File: src/rtl/scic_gpio_if.sv
// scic_gpio_if: SCIC data-bus port of the switch/LED peripheral.
//
// Strobe semantics: the master asserts wr_en or rd_en for exactly one cycle
// per access, with addr/wdata valid in that same cycle. There is no
// back-pressure; the slave accepts every strobe. A read answers one cycle
// later with rdata_valid high for exactly one cycle. rdata keeps its last
// value while rdata_valid is low.
interface scic_gpio_if;
    logic [1:0]  addr;
    logic        wr_en;
    logic        rd_en;
    logic [31:0] wdata;
    logic [31:0] rdata;
    logic        rdata_valid;

    modport master (output addr, wr_en, rd_en, wdata, input rdata, rdata_valid);
    modport slave  (input addr, wr_en, rd_en, wdata, output rdata, rdata_valid);
endinterface

File: src/rtl/scic_gpio.sv
// scic_gpio: memory-mapped switch/LED port for the SCIC core.
// Registers: 0 SW_STATE (RO), 1 LED (RW), 2 CHANGE (W1C), 3 MASK (RW).
// Switches pass through a 2-flop synchroniser, then a debounce stage.
// Build option SCIC_GPIO_DEBOUNCE_EN: when defined, each switch bit needs
// DEBOUNCE_CYCLES stable cycles before it is accepted. When undefined,
// sync2 is accepted every cycle and DEBOUNCE_CYCLES is ignored.
module scic_gpio #(
    parameter int SW_WIDTH        = 4,
    parameter int LED_WIDTH       = 4,
    parameter int DEBOUNCE_CYCLES = 4
) (
    input  logic                 clock,
    input  logic                 reset,
    input  logic [SW_WIDTH-1:0]  switches,
    scic_gpio_if.slave           bus,
    output logic [LED_WIDTH-1:0] LEDs,
    output logic                 irq
);

    if (DEBOUNCE_CYCLES < 1) begin : g_bad_debounce
        $error("scic_gpio: DEBOUNCE_CYCLES must be at least 1");
    end

    logic [SW_WIDTH-1:0]  sync1, sync2;
    logic [SW_WIDTH-1:0]  sw_state;
    logic [SW_WIDTH-1:0]  change;
    logic [SW_WIDTH-1:0]  mask;
    logic [LED_WIDTH-1:0] led_r;
    logic [SW_WIDTH-1:0]  accept;     // per-bit: sync2 differs and is taken this edge
    logic [SW_WIDTH-1:0]  clr;        // per-bit W1C clear request
    logic [31:0]          rd_mux;
    logic                 unused_wdata;

    // Upper wdata bits beyond a register's width are deliberately dropped.
    assign unused_wdata = ^bus.wdata;

    // Two-flop synchroniser for the raw asynchronous switch levels
    always_ff @(posedge clock or negedge reset) begin
        if (!reset) begin
            sync1 <= '0;
            sync2 <= '0;
        end else begin
            sync1 <= switches;
            sync2 <= sync1;
        end
    end

`ifdef SCIC_GPIO_DEBOUNCE_EN
    localparam int CNT_W = $clog2(DEBOUNCE_CYCLES + 1);
    localparam logic [CNT_W-1:0] CNT_LAST = CNT_W'(DEBOUNCE_CYCLES - 1);

    logic [CNT_W-1:0] cnt [SW_WIDTH];

    // Per-bit stability counters; any re-match with sw_state restarts them
    always_ff @(posedge clock or negedge reset) begin
        if (!reset) begin
            for (int i = 0; i < SW_WIDTH; i++) cnt[i] <= '0;
        end else begin
            for (int i = 0; i < SW_WIDTH; i++) begin
                if (sync2[i] == sw_state[i])  cnt[i] <= '0;
                else if (cnt[i] == CNT_LAST)  cnt[i] <= '0;
                else                          cnt[i] <= cnt[i] + CNT_W'(1);
            end
        end
    end

    // A bit is accepted once it has differed for DEBOUNCE_CYCLES edges
    always_comb begin
        accept = '0;
        for (int i = 0; i < SW_WIDTH; i++)
            accept[i] = (sync2[i] != sw_state[i]) && (cnt[i] == CNT_LAST);
    end
`else
    // Without debounce every difference is taken on the next edge
    always_comb begin
        accept = sync2 ^ sw_state;
    end
`endif

    // Debounced switch state follows sync2 only on accepted bits
    always_ff @(posedge clock or negedge reset) begin
        if (!reset) sw_state <= '0;
        else        sw_state <= (sw_state & ~accept) | (sync2 & accept);
    end

    // W1C clear mask from a CHANGE write
    always_comb begin
        clr = '0;
        if (bus.wr_en && bus.addr == 2'd2) clr = bus.wdata[SW_WIDTH-1:0];
    end

    // Sticky change flags; a set in the same cycle as a clear wins
    always_ff @(posedge clock or negedge reset) begin
        if (!reset) change <= '0;
        else        change <= (change & ~clr) | accept;
    end

    // LED and MASK register writes
    always_ff @(posedge clock or negedge reset) begin
        if (!reset) begin
            led_r <= '0;
            mask  <= '0;
        end else if (bus.wr_en) begin
            if (bus.addr == 2'd1) led_r <= bus.wdata[LED_WIDTH-1:0];
            if (bus.addr == 2'd3) mask  <= bus.wdata[SW_WIDTH-1:0];
        end
    end

    // Read mux sees pre-edge register values, so a same-cycle write is not visible
    always_comb begin
        rd_mux = '0;
        case (bus.addr)
            2'd0:    rd_mux = 32'(sw_state);
            2'd1:    rd_mux = 32'(led_r);
            2'd2:    rd_mux = 32'(change);
            default: rd_mux = 32'(mask);
        endcase
    end

    // Registered read response; rdata holds when no read is issued
    always_ff @(posedge clock or negedge reset) begin
        if (!reset) begin
            bus.rdata       <= '0;
            bus.rdata_valid <= 1'b0;
        end else begin
            bus.rdata_valid <= bus.rd_en;
            if (bus.rd_en) bus.rdata <= rd_mux;
        end
    end

    assign LEDs = led_r;
    assign irq  = |(change & mask);

endmodule

File: src/flat_wrapper.sv
// flat-port wrapper written by rule: the top's interface ports become plain ports
module scic_gpio_flat 
#(
    parameter int SW_WIDTH        = 4,
    parameter int LED_WIDTH       = 4,
    parameter int DEBOUNCE_CYCLES = 4
)
  (clock, reset, switches, LEDs, irq, bus_addr, bus_wr_en, bus_rd_en, bus_wdata, bus_rdata, bus_rdata_valid);
  scic_gpio_if bus_i ();
  input  logic clock;
  input  logic reset;
  input  logic [SW_WIDTH-1:0] switches;
  output logic [LED_WIDTH-1:0] LEDs;
  output logic irq;
  input wire logic [$bits(bus_i.addr)-1:0] bus_addr;
  input wire logic [$bits(bus_i.wr_en)-1:0] bus_wr_en;
  input wire logic [$bits(bus_i.rd_en)-1:0] bus_rd_en;
  input wire logic [$bits(bus_i.wdata)-1:0] bus_wdata;
  output wire logic [$bits(bus_i.rdata)-1:0] bus_rdata;
  output wire logic [$bits(bus_i.rdata_valid)-1:0] bus_rdata_valid;
  assign bus_i.addr = bus_addr;
  assign bus_i.wr_en = bus_wr_en;
  assign bus_i.rd_en = bus_rd_en;
  assign bus_i.wdata = bus_wdata;
  assign bus_rdata = bus_i.rdata;
  assign bus_rdata_valid = bus_i.rdata_valid;
  scic_gpio #(.SW_WIDTH(SW_WIDTH), .LED_WIDTH(LED_WIDTH), .DEBOUNCE_CYCLES(DEBOUNCE_CYCLES)) u_core (.clock(clock), .reset(reset), .switches(switches), .bus(bus_i), .LEDs(LEDs), .irq(irq));
endmodule
File: config.mk
export PLATFORM = sky130hd
export DESIGN_NAME = scic_gpio_flat
export DESIGN_NICKNAME = d
export VERILOG_FILES = /design/src/rtl/scic_gpio_if.sv /design/src/rtl/scic_gpio.sv /design/src/flat_wrapper.sv
export SDC_FILE = /design/constraint.sdc
export NUM_CORES = 1
export LEC_CHECK = 0
export CAP_MARGIN = 10
export CORE_MARGIN = 2
export CORE_UTILIZATION = 34
export DETAILED_ROUTE_END_ITERATION = 12
export GPL_TIMING_DRIVEN = 0
export PLACE_DENSITY = 0.75
export SYNTH_ARGS = -nofsm -noshare
export SYNTH_HDL_FRONTEND = slang
export SYNTH_SLANG_ARGS = --single-unit
File: constraint.sdc
create_clock -name clock -period 1 [get_ports clock]
set_input_delay 0.3 -clock clock [delete_from_list [all_inputs] [get_ports clock]]
set_output_delay 0.3 -clock clock [all_outputs]
set_load 0.02 [all_outputs]
==> results of run 1 <==
[cells by family after synthesis]
| logic type | after synthesis |
|---|---|
| buffers and inverters | 37 |
| AND/OR/NAND/NOR | 17 |
| adder cells (fa/ha/maj) | 8 |
| multiplexers | 16 |
| AO/OA/AOI/OAI | 10 |
| flip-flops | 29 |
| other | 1 |
[worst max path at each step]
stage               slack, ns              end  cells after the start            from
finish                  -0.38              irq                      3  u_core.mask[2]
detailed placement      -0.70   u_core.LEDs[1]                      3     bus_addr[1]
global route            -0.47              irq                      3  u_core.mask[2]
floorplan               0.007              irq                      2  u_core.mask[2]
global placement        -0.82  u_core.sync1[0]                      1           reset
CTS                     -0.40              irq                      3  u_core.mask[3]
[sequential cells by signal, indices dropped and copies added (netlist names)]
register                count
u_core.sw_state             4
u_core.bus.rdata_valid      1
u_core.sync1                4
u_core.mask                 4
u_core.sync2                4
u_core.bus.rdata            4
u_core.LEDs                 4
u_core.change               4
[layout by cell type (no fill, tap or decap), types with 2 or more instances in the layout]
cell and n:
ha_1 4, nand2b_1 5, inv_1 7, o221ai_1 3, or2_4 4, mux2i_1 5
clkdlybuf4s15_2 2, buf_6 11, nand2_1 2, mux2i_2 3, ha_2 4, mux2_2 6
dlygate4sd2_1 2, dfrtp_1 29, and4b_1 4, buf_4 43, conb_1 28, clkbuf_8 5
clkinv_2 2, mux2_4 2, clkdlybuf4s50_1 8, o21ai_1 3
[metal layers]
layer	GRT usage (%)	share of wire (%)	vias up
met5	0	0	-
met1	14.9	45	452
li1	-	-	490
met2	16.6	44	36
met3	5.99	8.6	5
met4	5.88	2.1	0
[critical path: cells and delay by family (launching register included)]
kind	cells	cell delay (ns)
DFF	1	0.39
AOI/OAI and AO/OA	1	0.18
buffers and inverters	1	0.14
and+or+nand+nor	1	0.10
[power breakdown]
| part | leakage (uW) | internal, uW | switching [uW] | total [uW] |
|---|---|---|---|---|
| combinational | 0.000720 | 549 | 424 | 973 |
| clock | 0.0000450 | 480 | 426 | 906 |
| sequential | 0.000332 | 1320 | 104 | 1420 |
| total | 0.00110 | 2350 | 953 | 3300 |
[final cells by class]
| class | instances | share of cell area (%) |
|---|---|---|
| well taps | 50 | 2.98 |
| repair buffers | 39 | 17.4 |
| clock inverters | 2 | 0.477 |
| inverters | 8 | 1.43 |
| multi-input cells | 79 | 29.1 |
| flip-flops and latches | 29 | 34.6 |
| clock buffers | 6 | 3.46 |
| plain buffers | 29 | 10.5 |
[stage by stage]
| step | setup WS [ns] | util, % | hold slack [ns] |
|---|---|---|---|
| floorplan | 0.00693 | - | 0.00441 |
| global placement | -0.821 | 45.5 | 0.332 |
| detailed placement | -0.702 | 45.8 | 0.336 |
| CTS | -0.396 | 50.7 | 0.223 |
| global route | -0.465 | 52.1 | 0.269 |
| finish | -0.384 | 52.1 | 0.218 |
[timing repair]
item,CTS,global route
gates resized for setup,77,12
hold buffers,0,0
hold endpoints to repair,0,0
pin swaps,1,6
setup buffers,12,3
setup endpoints to repair,59,17
==> reports/metrics.cfg, run 1 <==
[grt]
antenna_found_initial = 0
grt_first_pass_wirelength_mm = 4.31
grt_pass1_vias = 947
grt-ovfl-total = 0
grt_usage_pct = 11.8
grt_max_degree = 18

[clock_network]
cts_inserted_buffers = 5
clk_path_buf_depth = 2
clockRootBuffer = clkbuf_8
clk_pin_slew_ns = 0.06
htreeDepth = 2
cts_sinks = 29
clk_latency_ns = 0.28
cts_tree = done

[cells_and_area]
layout.nets = 241
fillers = 384
design_area_sq_um = 2100
multi_input_area_sq_um = 612
n_antenna_cell = 0
layout-drive-gt1-share_pct = 45.3
syn2layout_area_growth_pct = 46.0
finalNonFillerCells = 242
register_area_sq_um = 726

[critical_path]
crit_chain = a22oi_2 -> nand2_1 -> buf_6
critical_path_required_ns = 0.70
crit_arrival_ns = 1.08
crit_path_max_fanout = 2
path_class = reg2out
worst_path_max_delay_cell = dfrtp_1
max_stage_delay_ns = 0.39
r2r_end = u_core.bus.rdata[1]
start_kind = flip-flop
worstRegToRegCells = 3
timing.reg2reg.setup_slack_ns = 0.03
end_kind = output port
r2r_start = u_core.LEDs[1]

[power]
total_power_uw = 3300
vdd_drop_max_uv = 970
power.density_nw_per_um2 = 1570
p_leak_uw = 0.00110

[yosys]
ys_async_sr_fraction_pct = 100
synth_top_area_share_pct = 50.5
ys_ff_latch = 29
synth.largest_area_cell = dfrtp_1
synth_common_cells = 29 x dfrtp_1, 28 x buf_4
synth_compound_area_share_pct = 4.87
synth-adder-area-share_pct = 6.96
ys.warnings.count = 0
synthDistinctLibCells = 18
syn_avg_cell_area_sq_um = 12.2
synth-simple-area-share_pct = 8.09
synth_mux_area_share_pct = 11.8
synth-edff-count = 0
syn_inst = 118
synthXorXnorAreaFrac_pct = 0
ys.flop_type = dfrtp_1
yosysSeqAreaShare_pct = 50.5
synth_top_family_by_area = buffers and inverters
syn_area_sq_um = 1440
synthTopCellsByArea = dfrtp_1 50%, buf_4 15%, ha_1 7.0%
synth.most_common_cell = dfrtp_1

[routing]
vias_per_cell = 4.06
via_count = 983
drtIter0Drc = 19
wire_per_inst_um = 10.7
routed_wl_mm = 2.59
drcViolationCount = 0
dr.pass1.iters = 4
antenna_left = 0

[floorplanning]
fp.dieW_um = 69.0
io_pins = 80
die_h_um = 69.0
dieArea_sq_um = 4760
rows = 23
initial_core_util_pct = 35.7
coreArea_sq_um = 4030

[sta]
fin_crit_sh_pct = 138
slew_headroom_pct = 47.2
rsz0062_at_grt = yes
tightestPinTransition_ns = 0.791
finalCriticalPeriod_ns = 1.38
setup_viol = 10
final.setup.tns_ns = -1.25
setup_ws_ns = -0.384
drv_slew = 0
fin_skew_ns = 0.00167
max_clock_freq_mhz = 722
hold_violations = 0

[place]
dpl.hpwl_mm = 1.87
gp_congestion = 0.754
io_buffers = 23
dpl_cell_area_sq_um = 1850
dp.cells = 219

[min_path]
hold_path.class = in2async

[status]
outcome = complete, but fails checks
violations = negative setup slack

[flow_run]
drv_cap = 0

Power figures use the tool's default switching activity.
==> inputs of run 2 (changes only) <==
- CAP_MARGIN: 10 -> not set
==> run 2 against run 1 <==
Effect of this change: the flow still finishes with violations (negative setup slack); sequential power about the same; clock-buffer cell count unchanged; first-iteration DRC count up 100%; fmax up 0.42%; critical path depth unchanged; largest power group unchanged; sequential share of layout area up 0.54 points; final area down 1.5%; wire length up 0.23%; non-clock buffer count down 1; utilization down 0.81 points.
==> reports/metrics.cfg, run 2 (synthesized netlist as in run 1, its figures left out) <==
[status]
outcome = complete, but fails checks
violations = negative setup slack

[sta]
rsz0062_at_grt = yes
holdWs_ns = 0.162
final.setup.tns_ns = -1.32
finalCriticalPeriod_ns = 1.38
max_clock_freq_mhz = 725
fin_skew_ns = 0.00235
slew_headroom_pct = 52.8
tightestPinTransition_ns = 0.708
drv_slew = 0
setup_ws_ns = -0.379
setup_viol = 11
fin_crit_sh_pct = 138
hold_violations = 0

[cells_and_area]
layout-drive-gt1-share_pct = 44.0
syn2layout_area_growth_pct = 43.8
layout_commonest_cell = buf_4
design_area_sq_um = 2070
mostFrequentLayoutCells = 43 x buf_4, 29 x dfrtp_1, 28 x conb_1
fillers = 370
n_antenna_cell = 0
layout.nets = 240

[grt]
grt_pass1_vias = 955
antenna_found_initial = 0
grt-ovfl-total = 0
grt_max_degree = 30
grt_first_pass_wirelength_mm = 4.31
grt_usage_pct = 11.8

[floorplanning]
dieArea_sq_um = 4760
io_pins = 80
initial_core_util_pct = 35.7
coreArea_sq_um = 4030
die_h_um = 69.0
fp.dieW_um = 69.0
rows = 23

[critical_path]
crit_chain = a22oi_1 -> nand2_1 -> buf_6
crit_path_max_fanout = 2
r2r_end = u_core.bus.rdata[0]
worst_path_max_delay_cell = dfrtp_1
worstRegToRegCells = 4
critical_path_required_ns = 0.70
max_stage_delay_ns = 0.38
start_kind = flip-flop
r2r_start = u_core.change[0]
path_class = reg2out
end_kind = output port
timing.reg2reg.setup_slack_ns = -0.03
crit_arrival_ns = 1.08

[routing]
wire_per_inst_um = 10.8
dr.pass1.iters = 4
drtIter0Drc = 38
routed_wl_mm = 2.60
via_count = 982
vias_per_cell = 4.07
antenna_left = 0
drcViolationCount = 0

[power]
vdd_drop_max_uv = 700
total_power_uw = 3260
power.density_nw_per_um2 = 1580
p_leak_uw = 0.00109

[clock_network]
cts_hold_buf = 0
cts_inserted_buffers = 5
cts_sinks = 29
htreeDepth = 2
clockRootBuffer = clkbuf_8
clk_latency_ns = 0.28
clk_pin_slew_ns = 0.06
cts_tree = done
clk_path_buf_depth = 2

[min_path]
hold_path.class = in2async

[place]
io_buffers = 23
dp_slack_ns = -0.859
gp_congestion = 0.754
dpl.hpwl_mm = 1.78
dpl_cell_area_sq_um = 1830

[flow_run]
drv_cap = 0

-- run 2: cell types whose count changed in the layout (fill, tap and decap cells not counted) --
| cell | previous run | this run |
|---|---|---|
| o221ai_1 | 3 | 4 |
| mux2i_1 | 5 | 7 |
| buf_6 | 11 | 12 |
| clkdlybuf4s15_2 | 2 | 1 |
| mux2i_2 | 3 | 1 |
| buf_2 | 1 | 2 |
| dlygate4sd2_1 | 2 | 1 |
| o221ai_2 | 1 | 0 |
| o21ai_0 | 1 | 2 |
| o21ai_1 | 3 | 2 |
| buf_8 | 1 | 0 |
-- run 2: per-layer routing --
layer	GRT usage [%]	up-vias	part of all wire, %
met1	14.4	453	43
met2	16.6	37	46
met5	0	-	0
met4	7.19	0	2.4
li1	-	486	-
met3	5.85	6	8.1
-- run 2: how the worst max path moves through the flow --
stage | from | end | cells after the start
final | u_core.change[3] | irq | 3
after global routing | u_core.mask[2] | irq | 3
after CTS | u_core.mask[3] | irq | 3
after detailed placement | reset | u_core.sync2[0] | 1
after global placement | reset | u_core.sync1[0] | 1
after floorplan | u_core.mask[2] | irq | 2
-- run 2: stage by stage --
step                instances  utilization, %
floorplan                 145               -
finish                    241            51.3
global placement          218            45.5
detailed placement        218            45.5
global route              241            51.3
CTS                       238            50.4
-- run 2: where the power goes --
part	total [uW]	switching (uW)	internal (uW)
combinational	936	412	524
sequential	1420	105	1320
clock	906	426	480
-- run 2: what timing repair did --
action	4_1_cts	5_1_grt
setup buffers	12	3
pin swaps	1	7
endpoints found under the setup margin	59	17
resized for setup	80	12
-- run 2: critical path: cells and delay by family, from the launching register on --
family	cells	cell delay, ns
AOI/OAI and AO/OA	1	0.18
and+or+nand+nor	1	0.10
buffers and inverters	1	0.14
DFF	1	0.38
-- run 2: area by class of cell --
cell class                 count  area, sq um  share of cell area (%)
sequential                    29          726                    35.1
multi-input combinational     79          598                    28.9
timing repair buffer          38          347                    16.8
buffer                        29          221                    10.7
clock buffer                   6         72.6                    3.51
tap                           50         62.6                    3.03
inverter                       8         30.0                    1.45
clock inverter                 2         10.0                   0.484
==> inputs of run 3 (changes only) <==
--- a/config.mk
+++ b/config.mk
@@ -6,4 +6,5 @@
 export NUM_CORES = 1
 export LEC_CHECK = 0
+export ABC_CLOCK_PERIOD_IN_PS = 1000
 export CORE_MARGIN = 2
 export CORE_UTILIZATION = 34
==> constraint.sdc (replaced) <==
create_clock -name clock -period 1 [get_ports clock]
set_input_delay 0.2 -clock clock [delete_from_list [all_inputs] [get_ports clock]]
set_output_delay 0.2 -clock clock [all_outputs]
set_load 0.02 [all_outputs]
==> run 3 against run 2 <==
Effect of this change: the flow still finishes with violations (negative setup slack); clock-buffer cell count did not move; clock skew fell by 0.00068 ns; clock power barely moved; power fell by 0.18%; non-clock buffer count did not move; global-route usage fell by 0.062 points; utilization rose by 0.12 points; sequential share of layout area fell by 0.085 points; critical path type unchanged; critical endpoint unchanged; largest power group unchanged.
==> reports/metrics.cfg, run 3 (synthesized netlist as in run 1, its figures left out) <==
[status]
outcome = complete, but fails checks
violations = negative setup slack

[sta]
slew_headroom_pct = 52.3
drv_slew = 0
setup_ws_ns = -0.275
setup_viol = 8
hold_violations = 0
rsz0062_at_grt = yes
tightestPinTransition_ns = 0.716
max_clock_freq_mhz = 784
fin_crit_sh_pct = 128
finalCriticalPeriod_ns = 1.28
fin_skew_ns = 0.00167

[routing]
vias_per_cell = 4.08
drtIter0Drc = 44
wire_per_inst_um = 10.8
drcViolationCount = 0
via_count = 983
routed_wl_mm = 2.60
antenna_left = 0
dr.pass1.iters = 4

[cells_and_area]
layout_commonest_cell = buf_4
n_antenna_cell = 0
design_area_sq_um = 2070
layout-drive-gt1-share_pct = 42.9
syn2layout_area_growth_pct = 44.1
mostFrequentLayoutCells = 42 x buf_4, 29 x dfrtp_1, 28 x conb_1
layout.nets = 240

[grt]
grt_pass1_vias = 939
grt_use_met1_pct = 14.2
antenna_found_initial = 0
grt_max_degree = 30
grt_usage_pct = 11.7
grt_busiest_layer = met2
grt-ovfl-total = 0
grt_use_met3_pct = 5.85
use_met2_pct = 16.7
grt_first_pass_wirelength_mm = 4.25

[power]
vdd_drop_max_uv = 705
total_power_uw = 3260
p_leak_uw = 0.00108
power.density_nw_per_um2 = 1570

[place]
gp_congestion = 0.754
dpl_cell_area_sq_um = 1830
io_buffers = 23
dpl.hpwl_mm = 1.78

[clock_network]
clk_path_buf_depth = 2
clk_pin_slew_ns = 0.06
htreeDepth = 2
cts_hold_buf = 0
cts_sinks = 29
cts_inserted_buffers = 5
clk_latency_ns = 0.28
clockRootBuffer = clkbuf_8
cts_tree = done

[critical_path]
crit_path_max_fanout = 2
end_kind = output port
path_class = reg2out
start_kind = flip-flop
critical_path_required_ns = 0.80
timing.reg2reg.setup_slack_ns = -0.03
crit_arrival_ns = 1.08

[floorplanning]
dieArea_sq_um = 4760
initial_core_util_pct = 35.7
io_pins = 80
rows = 23
die_h_um = 69.0
coreArea_sq_um = 4030
fp.dieW_um = 69.0

[min_path]
hold_path.class = in2async

[flow_run]
drv_cap = 0

-- run 3: changes by cell type in the layout (fill, tap and decap cells not counted) --
cell             before  now
clkdlybuf4s50_1       8    9
mux2_2                6    8
mux2_4                2    0
clkdlybuf4s15_2       1    2
dlygate4sd2_1         1    2
buf_2                 2    0
buf_4                43   42
-- run 3: per-layer routing --
metal	up-vias	part of all wire [%]
met4	0	2.4
met3	6	8.3
met5	-	0
li1	486	-
met1	454	43
met2	37	46
-- run 3: final cells by class --
class / count / area, sq um
repair buffers: 38 / 359
clock inverters: 2 / 10.0
well taps: 50 / 62.6
multi-input cells: 79 / 591
clock buffers: 6 / 72.6
fillers: 368 / 1960
inverters: 8 / 30.0
flip-flops and latches: 29 / 726
plain buffers: 29 / 221
-- run 3: path summary, 6_finish.rpt --
| path | from | endpoint | cells after the start |
|---|---|---|---|
| worst min-delay path | reset | u_core.bus.rdata[0] | 1 |
| worst min register to register | u_core.sync1[1] | u_core.sync2[1] | 0 |
| worst max register to register | u_core.change[0] | u_core.bus.rdata[0] | 4 |
| max in group asynchronous | reset | u_core.sync2[0] | 1 |
| min in group clock | u_core.sync1[1] | u_core.sync2[1] | 0 |
| worst max-delay path | u_core.change[3] | irq | 3 |
-- run 3: through the flow --
| stage | utilization [%] | std cells | TNS [ns] | hold WS, ns | setup slack, ns |
|---|---|---|---|---|---|
| 4_1_cts | 50.4 | 238 | -0.457 | 0.0842 | -0.293 |
| 2_1_floorplan | - | 145 | 0 | -0.0956 | 0.0451 |
| 3_5_place_dp | 45.5 | 218 | -30.91 | 0.336 | -0.759 |
| 3_3_place_gp | 45.5 | 218 | -29.59 | 0.332 | -0.721 |
| 5_1_grt | 51.4 | 241 | -0.825 | 0.104 | -0.352 |
| 6_report | 51.4 | 241 | -0.341 | 0.0617 | -0.275 |
-- run 3: what timing repair did --
action	in CTS	in global routing
endpoints found under the setup margin	57	15
buffers inserted	12	3
pin swaps	1	6
gates resized for setup	73	7
hold endpoints to repair	0	0
-- run 3: report_power, final --
group	switching [uW]	leakage, uW	internal [uW]
combinational	409	0.000704	518
sequential	105	0.000332	1320
clock	429	0.0000450	480
total	944	0.00108	2320
-- run 3: worst max-delay path, cell delays in order, from the launching register on --
cell	delay, ns
dfrtp_1	0.38
a22oi_1	0.18
nand2_1	0.10
buf_6	0.14
